## config.mk

```make
export PLATFORM = sky130hd
export DESIGN_NAME = sc_regfrogpoint
export DESIGN_NICKNAME = d
export VERILOG_FILES = /design/src/rtl/sc_regfrogpoint.sv
export SDC_FILE = /design/constraint.sdc
export NUM_CORES = 1
export LEC_CHECK = 0
export CORE_MARGIN = 4
export CORE_UTILIZATION = 49
export DETAILED_ROUTE_END_ITERATION = 10
export PLACE_DENSITY = 0.78
export RECOVER_POWER = 100
export SYNTH_ARGS = -nofsm -noshare
export SYNTH_HDL_FRONTEND = slang
export SYNTH_SLANG_ARGS = --single-unit
```

## constraint.sdc

```tcl
create_clock -name SC_REGFROGPOINT_CLOCK_50 -period 2.9 [get_ports SC_REGFROGPOINT_CLOCK_50]
set_input_delay 0.725 -clock SC_REGFROGPOINT_CLOCK_50 [delete_from_list [all_inputs] [get_ports SC_REGFROGPOINT_CLOCK_50]]
set_output_delay 0.725 -clock SC_REGFROGPOINT_CLOCK_50 [all_outputs]
set_load 0.01 [all_outputs]
```

## src/rtl/sc_regfrogpoint.sv

```systemverilog
// Frog position register bank: row index plus one-hot column, flattened matrix output,
// and a small PLAY/GOAL/RESPAWN machine that scores a point when the frog reaches the top row.
module sc_regfrogpoint #(
  parameter int ROWS      = 8,
  parameter int COLS      = 8,
  parameter int START_COL = 3,
  parameter int GOAL_HOLD = 25000000
) (
  input  logic                 SC_REGFROGPOINT_CLOCK_50,
  input  logic                 SC_REGFROGPOINT_RESET_InHigh,
  input  logic                 SC_REGFROGPOINT_load0_InLow,
  input  logic                 SC_REGFROGPOINT_load1_InLow,
  input  logic [1:0]           SC_REGFROGPOINT_shiftselection_In,
  input  logic                 SC_REGFROGPOINT_kill_InLow,
  output logic [ROWS*COLS-1:0] SC_REGFROGPOINT_matrix_Out,
  output logic                 SC_REGFROGPOINT_firstreg_OutLow,
  output logic                 SC_REGFROGPOINT_goal_OutHigh,
  output logic [3:0]           SC_REGFROGPOINT_score_Out
);

  localparam int RW = (ROWS > 1) ? $clog2(ROWS) : 1;
  localparam int CW = $clog2(GOAL_HOLD + 1);

  localparam logic [COLS-1:0] START_ONEHOT = COLS'(1) << START_COL;
  localparam logic [RW-1:0]   ROW_ONE      = RW'(1);
  localparam logic [RW-1:0]   ROW_TOP      = RW'(ROWS - 1);
  localparam logic [RW-1:0]   ROW_PRE_TOP  = RW'(ROWS - 2);
  localparam logic [CW-1:0]   CNT_ONE      = CW'(1);
  localparam logic [CW-1:0]   HOLD_LAST    = CW'(GOAL_HOLD - 1);

  typedef enum logic [1:0] {
    S_PLAY    = 2'b00,
    S_GOAL    = 2'b01,
    S_RESPAWN = 2'b10
  } state_t;

  state_t          r_state;
  logic [RW-1:0]   r_row;
  logic [COLS-1:0] r_col;
  logic [CW-1:0]   r_cnt;
  logic [3:0]      r_score;
  logic            r_goal;
  logic [ROWS*COLS-1:0] w_matrix;

  // NOTE: state registers use non-blocking assignments so every register samples pre-edge values.
  always_ff @(posedge SC_REGFROGPOINT_CLOCK_50) begin
    if (SC_REGFROGPOINT_RESET_InHigh) begin
      r_state <= S_PLAY;
      r_row   <= '0;
      r_col   <= START_ONEHOT;
      r_cnt   <= '0;
      r_score <= '0;
      r_goal  <= 1'b0;
    end else begin
      r_goal <= 1'b0;
      case (r_state)
        S_PLAY: begin
          // At most one action per cycle: kill, then up, then down, then shift.
          if (!SC_REGFROGPOINT_kill_InLow) begin
            r_row <= '0;
            r_col <= START_ONEHOT;
          end else if (!SC_REGFROGPOINT_load1_InLow) begin
            if (r_row != ROW_TOP) begin
              r_row <= r_row + ROW_ONE;
              if (r_row == ROW_PRE_TOP) begin
                r_state <= S_GOAL;
                r_goal  <= 1'b1;
                r_score <= r_score + 4'd1;
                r_cnt   <= '0;
              end
            end
          end else if (!SC_REGFROGPOINT_load0_InLow) begin
            if (r_row != '0) r_row <= r_row - ROW_ONE;
          end else begin
            case (SC_REGFROGPOINT_shiftselection_In)
              2'b01:   if (!r_col[COLS-1]) r_col <= r_col << 1;
              2'b10:   if (!r_col[0])      r_col <= r_col >> 1;
              default: ;
            endcase
          end
        end
        S_GOAL: begin
          r_cnt <= r_cnt + CNT_ONE;
          if (r_cnt == HOLD_LAST) r_state <= S_RESPAWN;
        end
        S_RESPAWN: begin
          r_row   <= '0;
          r_col   <= START_ONEHOT;
          r_cnt   <= '0;
          r_state <= S_PLAY;
        end
        default: r_state <= S_RESPAWN;
      endcase
    end
  end

  // NOTE: the matrix gets a full default before the loop so no bit can infer a latch.
  always_comb begin
    w_matrix = '0;
    for (int i = 0; i < ROWS; i++) begin
      if (r_row == RW'(i)) w_matrix[i*COLS +: COLS] = r_col;
    end
  end

  assign SC_REGFROGPOINT_matrix_Out      = w_matrix;
  assign SC_REGFROGPOINT_firstreg_OutLow = (r_row != '0);
  assign SC_REGFROGPOINT_goal_OutHigh    = r_goal;
  assign SC_REGFROGPOINT_score_Out       = r_score;

endmodule

```

==> results <==
-- worst max-delay path: cells and delay by family (launching register included) --
family	cells	cell delay, ps
flops	1	390
simple gates	2	290
fa+ha+maj	1	230
buf+inv	3	870
-- layout make-up --
cell class	instances	area [sq um]
multi-input combinational	277	1810
timing repair buffer	92	880
tap	72	90.1
fill	489	1790
sequential	43	861
inverter	13	48.8
clock buffer	5	68.8
clock inverter	3	23.8
-- cell families (layout without fill, tap and decap cells) --
logic type	after synthesis	in the layout	synth area share, %
and+or+nand+nor	178	178	38.4
adders and majority gates	11	11	4.82
buffers and inverters	42	113	6.05
DFF	43	43	30.2
xor gates and xnor gates	4	4	1.23
muxes	4	4	1.45
AOI/OAI and AO/OA	80	80	17.9
-- how the worst max path moves through the flow --
| stage | from | endpoint | slack [ps] | cells past startpoint |
|---|---|---|---|---|
| after floorplan | SC_REGFROGPOINT_shiftselection_In[0] | r_col[1] | 620 | 6 |
| after global placement | SC_REGFROGPOINT_shiftselection_In[0] | r_col[3] | 150 | 8 |
| after detailed placement | SC_REGFROGPOINT_shiftselection_In[0] | r_col[3] | 110 | 8 |
| after CTS | r_row[0] | SC_REGFROGPOINT_matrix_Out[16] | 90 | 5 |
| after global routing | r_row[0] | SC_REGFROGPOINT_matrix_Out[0] | 30 | 6 |
| final | r_row[0] | SC_REGFROGPOINT_matrix_Out[0] | 90 | 6 |
-- sequential cells by signal, summed over array words and instances, names as in the netlist --
register	count
r_cnt	25
r_state	2
SC_REGFROGPOINT_score_Out	4
r_col	8
r_row	3
SC_REGFROGPOINT_goal_OutHigh	1
-- power by group --
group / switching, mW / internal [mW]
Combinational: 0.0944 / 0.0757
Sequential: 0.0110 / 0.597
Clock: 0.226 / 0.172
Total: 0.331 / 0.845
-- through the flow --
stage | std cells | instance area, sq um | total power [mW] | util, % | hold WS, ps
finish | 505 | 3780 | 1.18 | 67.8 | 485
global route | 505 | 3780 | 1.23 | 67.8 | 513
CTS | 505 | 3800 | 1.19 | 68.3 | 485
detailed placement | 497 | 3710 | 0.797 | 66.6 | 470
global placement | 497 | 3710 | 0.792 | 66.6 | 458
floorplan | 362 | 2850 | 0.715 | - | 448
-- Yosys cell counts, drive strengths merged (3+ instances only) --
library cell	number
a21oi	30
a31oi	3
and2	42
and3	28
and4	4
buf	3
clkbuf	26
dfxtp	43
ha	11
inv	13
mux2i	3
nand2	19
nand2b	6
nand3	9
nand4	9
nor2	13
nor2b	5
nor3b	4
nor4	4
o21ai	13
o31ai	14
or3	7
or4	15
xnor2	3
-- metal layers --
layer	up-vias	share of wire, %	wire (um)
met5	-	0	0
met4	0	2.1	168
met3	15	4.5	360
met2	89	46	3650
met1	1335	47	3760
li1	1464	-	-
==> impl_metrics.ini <==
[critical_path]
crit_chain = inv_1 > ha_1 > nor2b_1 > buf_4 > and2_1 > dlygate4sd3_1
cp_slowest_stage_delay_ps = 600
reg2reg_from = r_row[0]
crit_fanout = 5
slowest_stage = dlygate4sd3_1
start_kind = flip-flop
arrival_ps = 2080
end_kind = primary output
r2r-end = r_cnt[5]
crit_type = flip-flop to primary output
ff2ff_setup_slack_ps = 220
required_ps = 2170
rr_worst_depth = 7

[clocking]
tritoncts = done
root_buffer = clkbuf_8
post_cts_resized = 0
clkTransAtPathRegs_ps = 90
clock-sinks = 43
holdBufCountCts = 0
clkLatencyLatePin_ps = 310
postCtsSetupBuffers = 0
h-tree-depth = 2
cts_buffer_depth = 2
numCtsBuffers = 5

[global_route]
grt_pass1_wl_um = 13200
track_usage_pct = 22.4
grt_pass1_vias = 2591
gr-usage-met1_pct = 31.1
antenna_found_initial = 0
grt_use_met2_pct = 35.2
grt_max_degree = 37
grt-busiest-layer = met2
grtUsageMet3_pct = 4.02
overflow = 0

[timing]
fin_crit_ps = 2810
setup_viol = 0
finalMaxSlewViolations = 0
post-route-period-util_pct = 96.7
rsz0062_at_grt = false
fin_skew_ps = 9.93
tightest_slew_ps = 553
fmax_mhz = 356
fin_ws_ps = 94.3
setup_tns_ps = 0
max_slew_margin_pct = 62.8
hold_violations = 0

[run]
cap_violations = 0

[power]
peakVddDrop_mv = 0.301
power_density_mw_per_mm2 = 311
p_leak_nw = 1.58

[synth]
synth_area_sq_mm = 0.00285
ys_ff_latch = 43
async_reset_ff_share_pct = 0
synthFlopType = dfxtp_1
synth_nets = 380
synth_top_area_cell = dfxtp_1
synth_area_leaders = dfxtp_1 (30%), and2_1 (9.0%), and3_1 (6.1%)
synth.top_cell.area_share_pct = 30.2
synth-seq-area-share_pct = 30.2
synth-edff-count = 0
synth_cell_types = 52
netlist_instances = 362
yosys_warnings = 0
avgSynthCellArea_sq_um = 7.88

[status]
status = finished, final reports clean

[placement]
dp_hpwl_um = 5940
routabilityCongestion = 0.800
pre_cts_ws_ps = 108
io_buffers = 76

[finish]
final_common_cell = dlygate4sd3_1
final_cell_mix = dlygate4sd3_1 (49), dfxtp_1 (43), and2_1 (36), a21oi_1 (30), and3_1 (28)
areaGrowthSynthToFinish_pct = 32.5
drive_gt1_share_pct = 6.47
fin_nets = 450
diodes = 0

[floorplan]
core_sq_mm = 0.00557
io_pins = 77
die_x_um = 84.3
die_area_sq_mm = 0.00711
initial_core_util_pct = 51.2
num_rows = 27
die-height_um = 84.3

[worst_hold_path]
hp-class = flip-flop to flip-flop
min_from = r_cnt[21]
holdPathStages = 2
hold_end = r_cnt[21]

[route]
drt-pass1-iter-count = 4
wl_per_cell_um = 15.7
ant_nets = 0
drt_iter0_drc = 209
routed_wl_um = 7950
vias_per_cell = 5.75
drc = 0
vias = 2903
Power figures use the tool's default switching activity.
